## src/rtl/kpn_pkg.sv

```systemverilog
// Shared KPN constants and token type: default channel geometry and stall counter width.
// Every KPN block imports this so edge widths and counter widths agree across the graph.
package kpn_pkg;

  localparam int KPN_DATA_WIDTH  = 16;
  localparam int KPN_ADDR_WIDTH  = 5;
  localparam int KPN_STALL_WIDTH = 16;

  typedef logic [KPN_DATA_WIDTH-1:0] kpn_token_t;

endpackage

```

## src/rtl/kpn_fifo_ram.sv

```systemverilog
// Simple dual-port token store: synchronous write, asynchronous read.
// Zero-cycle read latency; no flow control of its own, the owner gates the write enable.
module kpn_fifo_ram
  import kpn_pkg::*;
#(
  parameter int DATA_WIDTH = KPN_DATA_WIDTH,
  parameter int ADDR_WIDTH = KPN_ADDR_WIDTH
) (
  input  logic                  clk,
  input  logic                  we,
  input  logic [ADDR_WIDTH-1:0] waddr,
  input  logic [DATA_WIDTH-1:0] wdata,
  input  logic [ADDR_WIDTH-1:0] raddr,
  output logic [DATA_WIDTH-1:0] rdata
);

  logic [DATA_WIDTH-1:0] mem [2**ADDR_WIDTH];

  always_ff @(posedge clk) begin
    if (we) begin
      mem[waddr] <= wdata;
    end
  end

  assign rdata = mem[raddr];

endmodule

```

## src/rtl/kpn_channel_fifo.sv

```systemverilog
// KPN edge FIFO, first-word-fall-through: token readable one cycle after its push; all flags from registered count.
// Blocks writes when full and reads when empty; KPN_FIFO_STATS_EN adds peak_count/stall_cycles outputs.
module kpn_channel_fifo
  import kpn_pkg::*;
#(
  parameter int DATA_WIDTH   = KPN_DATA_WIDTH,
  parameter int ADDR_WIDTH   = KPN_ADDR_WIDTH,
  parameter int AFULL_LEVEL  = 2**ADDR_WIDTH - 2,
  parameter int AEMPTY_LEVEL = 2
) (
  input  logic                  clk,
  input  logic                  rst,
  input  logic                  flush,
  input  logic                  wr_valid,
  output logic                  wr_ready,
  input  logic [DATA_WIDTH-1:0] wr_data,
  output logic                  rd_valid,
  input  logic                  rd_ready,
  output logic [DATA_WIDTH-1:0] rd_data,
  output logic [ADDR_WIDTH:0]   count,
  output logic                  almost_full,
  output logic                  almost_empty
`ifdef KPN_FIFO_STATS_EN
  ,
  output logic [ADDR_WIDTH:0]      peak_count,
  output logic [KPN_STALL_WIDTH-1:0] stall_cycles
`endif
);

  localparam int CW    = ADDR_WIDTH + 1;
  localparam int DEPTH = 2**ADDR_WIDTH;

  localparam logic [CW-1:0] DEPTH_CNT  = CW'(DEPTH);
  localparam logic [CW-1:0] AFULL_CNT  = CW'(AFULL_LEVEL);
  localparam logic [CW-1:0] AEMPTY_CNT = CW'(AEMPTY_LEVEL);

  logic [ADDR_WIDTH-1:0] w_ptr;
  logic [ADDR_WIDTH-1:0] r_ptr;
  logic [CW-1:0]         count_next;
  logic                  full;
  logic                  empty;
  logic                  push;
  logic                  pop;
  logic                  ram_we;

  // Full/empty come from the occupancy count; equal pointers alone are ambiguous.
  assign full         = (count == DEPTH_CNT);
  assign empty        = (count == '0);
  assign wr_ready     = !full;
  assign rd_valid     = !empty;
  assign almost_full  = (count >= AFULL_CNT);
  assign almost_empty = (count <= AEMPTY_CNT);

  // Gating by registered flags is what blocks the pop on empty and the push on full.
  assign push   = wr_valid && wr_ready;
  assign pop    = rd_valid && rd_ready;
  assign ram_we = push && !rst && !flush;

  always_comb begin
    count_next = count;
    case ({push, pop})
      2'b10:   count_next = count + CW'(1);
      2'b01:   count_next = count - CW'(1);
      default: count_next = count;
    endcase
  end

  always_ff @(posedge clk) begin
    if (rst || flush) begin
      w_ptr <= '0;
      r_ptr <= '0;
      count <= '0;
    end else begin
      if (push) begin
        w_ptr <= w_ptr + ADDR_WIDTH'(1);
      end
      if (pop) begin
        r_ptr <= r_ptr + ADDR_WIDTH'(1);
      end
      count <= count_next;
    end
  end

  kpn_fifo_ram #(
    .DATA_WIDTH (DATA_WIDTH),
    .ADDR_WIDTH (ADDR_WIDTH)
  ) u_ram (
    .clk   (clk),
    .we    (ram_we),
    .waddr (w_ptr),
    .wdata (wr_data),
    .raddr (r_ptr),
    .rdata (rd_data)
  );

`ifdef KPN_FIFO_STATS_EN
  localparam logic [KPN_STALL_WIDTH-1:0] STALL_MAX = '1;

  // Peak tracks the post-edge occupancy so it never lags count.
  always_ff @(posedge clk) begin
    if (rst || flush) begin
      peak_count   <= '0;
      stall_cycles <= '0;
    end else begin
      if (count_next > peak_count) begin
        peak_count <= count_next;
      end
      if (wr_valid && !wr_ready && (stall_cycles != STALL_MAX)) begin
        stall_cycles <= stall_cycles + KPN_STALL_WIDTH'(1);
      end
    end
  end
`endif

  a_count_bound : assert property (@(posedge clk) disable iff (rst) count <= DEPTH_CNT);

endmodule

```

## config.mk

```make
export PLATFORM = sky130hd
export DESIGN_NAME = kpn_channel_fifo
export DESIGN_NICKNAME = d
export VERILOG_FILES = /design/src/rtl/kpn_pkg.sv /design/src/rtl/kpn_fifo_ram.sv /design/src/rtl/kpn_channel_fifo.sv
export SDC_FILE = /design/constraint.sdc
export NUM_CORES = 1
export LEC_CHECK = 0
export BUFFER_PORTS_ARGS = -buffer_cell sky130_fd_sc_hd__buf_2
export CAP_MARGIN = 25
export CORE_ASPECT_RATIO = 0.8
export CORE_MARGIN = 3
export CORE_UTILIZATION = 30
export CTS_BUF_LIST = sky130_fd_sc_hd__clkbuf_8
export CTS_CLUSTER_SIZE = 14
export DETAILED_ROUTE_END_ITERATION = 10
export GPL_TIMING_DRIVEN = 0
export PLACE_DENSITY = 0.47
export SYNTH_ARGS = -nofsm -noshare
export SYNTH_HDL_FRONTEND = slang
export SYNTH_SLANG_ARGS = --single-unit
```

## constraint.sdc

```tcl
create_clock -name clk -period 6.7 [get_ports clk]
set_input_delay 1.005 -clock clk [delete_from_list [all_inputs] [get_ports clk]]
set_output_delay 1.005 -clock clk [all_outputs]
set_load 0.01 [all_outputs]
```

# After elaboration in Yosys (flattened, before gate mapping)
# Memory sizes are Yosys's and may differ from the RTL's. A register that Yosys moved wholly into a read port is not among the register bits.
# Cells that the tools add are included.
# totals
elab_cells	29
input_bits	21
out_inout_bits	26
mem_bits_rw	512
n_memories	1
register_bits	16
# memory_table
name	words	word_bits	rd	rd_ports_with_merged_regs	wr	line	source
u_ram.mem	32	16	1	1	1	kpn_fifo_ram.sv:17	logic [DATA_WIDTH-1:0] mem [2**ADDR_WIDTH];
# classes
n_lt_le_gt_ge	2
mux	5
add_sub_neg	4
n_reduce_logical	11
eq_ne	3
# ops
operator	count
one-hot mux 6 bit (2 select lines)	1
adder 5 x 1 -> 5 bit, second input constant	2
two-way mux 5 bit	2
adder 6 x 1 -> 6 bit, second input constant	1
equality test 6 bit, second input constant	1
>= comparator 6 x 5 -> 1 bit, second input constant	1
<= comparator 6 x 2 -> 1 bit, second input constant	1
logical NOT 6 bit	1
subtractor 6 x 1 -> 6 bit, second input constant	1
logical AND 1 bit	4
logical NOT 1 bit	4
equality test 2 x 1 -> 1 bit, second input constant	1
equality test 2 bit, second input constant	1
two-way mux 1 bit	2
nonzero test 2 bit	1
logical OR 1 bit	1

# Logic depth before layout (Yosys ltp)
# logic_depth
ltp_word	7
depth_mapped	12
ltp_nobuf	10

# Hierarchy
# Synthesis repeated with hierarchy kept, for this count alone.
# hier_totals
cells_unflattened	1231
area_unflattened_um2	21144.0
# by_module_without_submodules
module	area_per_inst_um2	cells_each	n_inst
kpn_fifo_ram	20215.6	1127	1
kpn_channel_fifo	928.4	104	1

# Worst setup path after synthesis
# No wires, ideal clock.
# synth_path
kind	input-to-reg
startpoint	in rst
endpoint	mem u_ram.mem[31][0] (netlist bit), enable pin
slack_ns	3.660
t_arrival_ns	2.631
path_stages	3
path_buffers	1
cell_sequence	or2_2 > clkbuf_1 > nor3_1
# synth_via
elab_chain_len	5
# synth_lines
item	line	source
from (decl)	kpn_channel_fifo.sv:12	input logic rst,
logical NOT 1 bit	kpn_channel_fifo.sv:57	assign ram_we = push && !rst && !flush;
logical AND 1 bit (2 in a row)	kpn_channel_fifo.sv:57	
two-way mux 1 bit	kpn_fifo_ram.sv:20	if (we) begin
two-way mux 1 bit (not written as such)	kpn_fifo_ram.sv:21	mem[waddr] <= wdata;
to (decl)	kpn_fifo_ram.sv:17	
# Every way passes these cells.

==> flow_summary_export.csv <==
group,metric,value,unit
timing,layout_setup_ws,2290,ps
setup_path,path_common_cell,"buf_2",
place,gp_congestion,0.794,
yosys,ys.flop_type,"edfxtp_1",
clock_tree,post_cts_resized,0,
global_routing,grt_antenna_before_repair,7,
timing,rsz0062_at_grt,"false",
timing,setup_tns,0,ps
drt,via_per_inst,4.92,
drt,routed_wl,56900,µm
yosys,synth_area_per_cell,19.2,µm²
hold_path,hold_class,"register to register",
yosys,synth_edf_count,512,
pwr,p_comb_share,2.3,%
pwr,internal-power,5.09,mW
timing,maxClockFrequency,227,MHz
clock_tree,clock-sinks,533,
setup_path,worstSetupStartpointType,"register",
timing,finalCriticalPeriod,4410,ps
setup_path,critPathKind,"register to primary output",
hold_path,holdPathEnd,"r_ptr[4]$_SDFFE_PP0N_",
place,dp_hpwl,37400,µm
floorplan,die_h,242,µm
floorplan,rows,85,
yosys,syn_area,0.0209,mm²
hold_path,min-delay-start,"r_ptr[4]$_SDFFE_PP0N_",
job,cap_violations,0,
status,status,"completed",
setup_path,cp_slowest_cell,"buf_2",
yosys,ys_seq_area_share,75.7,%
finish,finalNetCount,1279,
pwr,powerDensity,266,mW/mm²
timing,setup-violations-final,0,
setup_path,critPathMaxStageDelay,500,ps
global_routing,grt_use_total,15.7,%
clock_tree,cts_max_path_buffers,3,
floorplan,dieArea,0.0728,mm²
drt,vias,11000,
place,place_area,0.0228,mm²
global_routing,grt_pass1_vias,11100,
pwr,vdd_drop_max,0.000115,V
clock_tree,cts_inserted_buffers,86,
setup_path,worstPathRequired,5690,ps
drt,drc,0,
finish,area_growth,16.9,%
clock_tree,cts_tree,"yes",
finish,final_cell_area,0.0244,mm²
clock_tree,clock_latency,680,ps
floorplan,io_pins,47,
setup_path,end_kind,"primary output",
pwr,power_frac_clock,41.4,%
drt,first_iter_violations,1070,
pwr,p_leak,7.53,nW
global_routing,grt_max_degree,33,
yosys,synth-seq-cells,533,
clock_tree,root_buffer,"clkbuf_8",
drt,post_drt_wl_per_cell,25.5,µm
global_routing,gr-total-overflow,0,
pwr,p_sw,1.40,mW
yosys,async_reset_ff_share,0,%
yosys,synth_cells,1084,
timing,relSlewSlack,36.9,%
timing,period_share,65.8,%
clock_tree,cts_max_level,3,
place,place_inst,2072,
clock_tree,post_cts_buffers,0,
drt,antenna_left,0,
setup_path,rr_startpoint,"count[1]$_SDFFE_PP0P_",
yosys,synth_nets,1116,
setup_path,rrSetupSlack,3530,ps
finish,drive_gt1_share,25.0,%
clock_tree,clkTransAtPathRegs,60,ps
timing,final.setup_skew,23.6,ps
floorplan,initial_core_util,30.7,%
hold_path,min_path_cells,2,
finish,instances_no_fill,2231,
clock_tree,hold_buffers,0,
floorplan,die_w,301,µm
yosys,synth_warnings,0,
setup_path,r2r-end,"count[5]$_SDFFE_PP0P_",
place,portBuffers,46,
global_routing,grt_pass1_wl,81400,µm
place,pre_cts_ws,3020,ps
setup_path,r2r_cells,11,
drt,drt-pass1-iter-count,5,
finish,n_fill_cell,6471,
pwr,p_sw_share,21.6,%
floorplan,core,0.0681,mm²
timing,hold_violations,0,
timing,whs,525,ps
setup_path,crit_arrival,3400,ps
setup_path,worstPathMaxFanout,12,
timing,tightestPinTransition,945,ps
setup_path,path_cells,"buf_2, buf_2, mux4_2, a22oi_1, nand4_1, buf_2",
timing,finalMaxSlewViolations,0,
pwr,power_frac_seq,56.4,%
yosys,synth.distinct_cells,57,
[power groups by stage]
stage | Sequential, mW | Combinational [mW] | Clock (mW)
final | 3.66 | 0.148 | 2.69
after global routing | 3.66 | 0.161 | 2.92
after CTS | 3.66 | 0.151 | 2.78
after detailed placement | 3.73 | 0.151 | 0
after global placement | 3.73 | 0.144 | 0
after floorplan | 3.73 | 0.0478 | 0
[placed cells by master (no fill, tap or decap), drive strengths merged, types with 3 or more instances in the layout]
cell type,count
edfxtp,512
mux2i,130
buf,118
clkbuf,110
a22oi,96
mux4,64
nor2,54
inv,41
nand3,36
dfxtp,21
clkinv,21
nand4,18
ha,10
diode,6
nand2,6
a21oi,6
nor2b,5
xor2,5
or3,4
bufinv,4
o21ai,4
and2,3
and3,3
o21a,3
xnor2,3
clkinvlp,3
or3b,3
[logic make-up after synthesis]
group                    after synthesis  synth area share (%)
AO/OA/AOI/OAI                        121                  4.41
XOR/XNOR                               8                 0.336
AND/OR/NAND/NOR                      148                  3.78
multiplexers                         194                  13.3
adder cells (fa/ha/maj)               11                 0.696
flip-flops                           533                  75.7
buffers and inverters                 69                  1.83
[layer usage]
layer / track usage (%) / share of wire, % / up-vias
met5: 0 / 0 / -
met4: 3.69 / 1.8 / 0
met3: 3.60 / 6.9 / 81
met2: 22.5 / 43 / 322
met1: 23.9 / 48 / 5775
li1: - / - / 4791
[cells in the mapped netlist (2+ instances only)]
master | instances | area share, %
a211oi_1 | 2 | 0.072
a21oi_1 | 6 | 0.14
a22oi_1 | 95 | 3.4
and2_1 | 3 | 0.090
and3_1 | 3 | 0.090
buf_1 | 2 | 0.036
buf_12 | 3 | 0.29
buf_2 | 32 | 0.77
buf_4 | 4 | 0.14
clkbuf_1 | 19 | 0.34
dfxtp_1 | 21 | 2.0
edfxtp_1 | 512 | 74
ha_1 | 10 | 0.60
inv_1 | 7 | 0.13
mux2i_1 | 130 | 6.2
mux4_1 | 6 | 0.76
mux4_2 | 58 | 6.3
nand2_1 | 6 | 0.11
nand3_1 | 32 | 0.77
nand3_2 | 4 | 0.19
nand3b_1 | 2 | 0.072
nand4_1 | 18 | 0.54
nor2_1 | 54 | 0.97
nor2b_1 | 5 | 0.15
nor3_1 | 2 | 0.048
nor4b_1 | 2 | 0.084
o21a_1 | 3 | 0.11
o21ai_0 | 3 | 0.072
or2_2 | 2 | 0.060
or3_1 | 4 | 0.12
or3b_2 | 2 | 0.084
xnor2_1 | 3 | 0.13
xor2_1 | 5 | 0.21
[flip-flops by register name, summed over array words and instances, names as in the netlist, named ones only]
signal / cells
u_ram.mem: 512
count: 6
r_ptr: 5
w_ptr: 5
[through the flow]
| stage | total power [mW] | util [%] |
|---|---|---|
| after floorplan | 3.78 | - |
| after global placement | 3.87 | 32.7 |
| after detailed placement | 3.88 | 33.4 |
| after CTS | 6.59 | 35.8 |
| after global routing | 6.74 | 35.8 |
| final | 6.49 | 35.8 |
[area by class of cell]
type	count	area, µm²	share of cell area, %
clock buffers	91	1250	5.13
diodes	6	15.0	0.0615
flip-flops and latches	533	15800	64.7
plain buffers	62	355	1.46
repair buffers	75	676	2.77
multi-input cells	482	4770	19.6
clock inverters	62	363	1.49
inverters	7	26.3	0.108
well taps	913	1140	4.68
[how the worst max path moves through the flow]
stage / endpoint / slack [ps] / cells past startpoint
after global placement: u_ram.mem[31][9]$_DFFE_PP_ / 2230 / 4
after CTS: rd_data[2] / 2270 / 6
after floorplan: u_ram.mem[31][0]$_DFFE_PP_ / 3660 / 3
after global routing: rd_data[1] / 2080 / 6
after detailed placement: rd_data[2] / 3020 / 6
final: rd_data[4] / 2290 / 6
[worst max-delay path, delay by kind of cell (launching register included)]
kind | cells | cell delay, ps
AO/OA/AOI/OAI | 1 | 480
buffers and inverters | 3 | 1120
flip-flops | 1 | 360
multiplexers | 1 | 380
AND/OR/NAND/NOR | 1 | 380
Power figures use the tool's default switching activity.
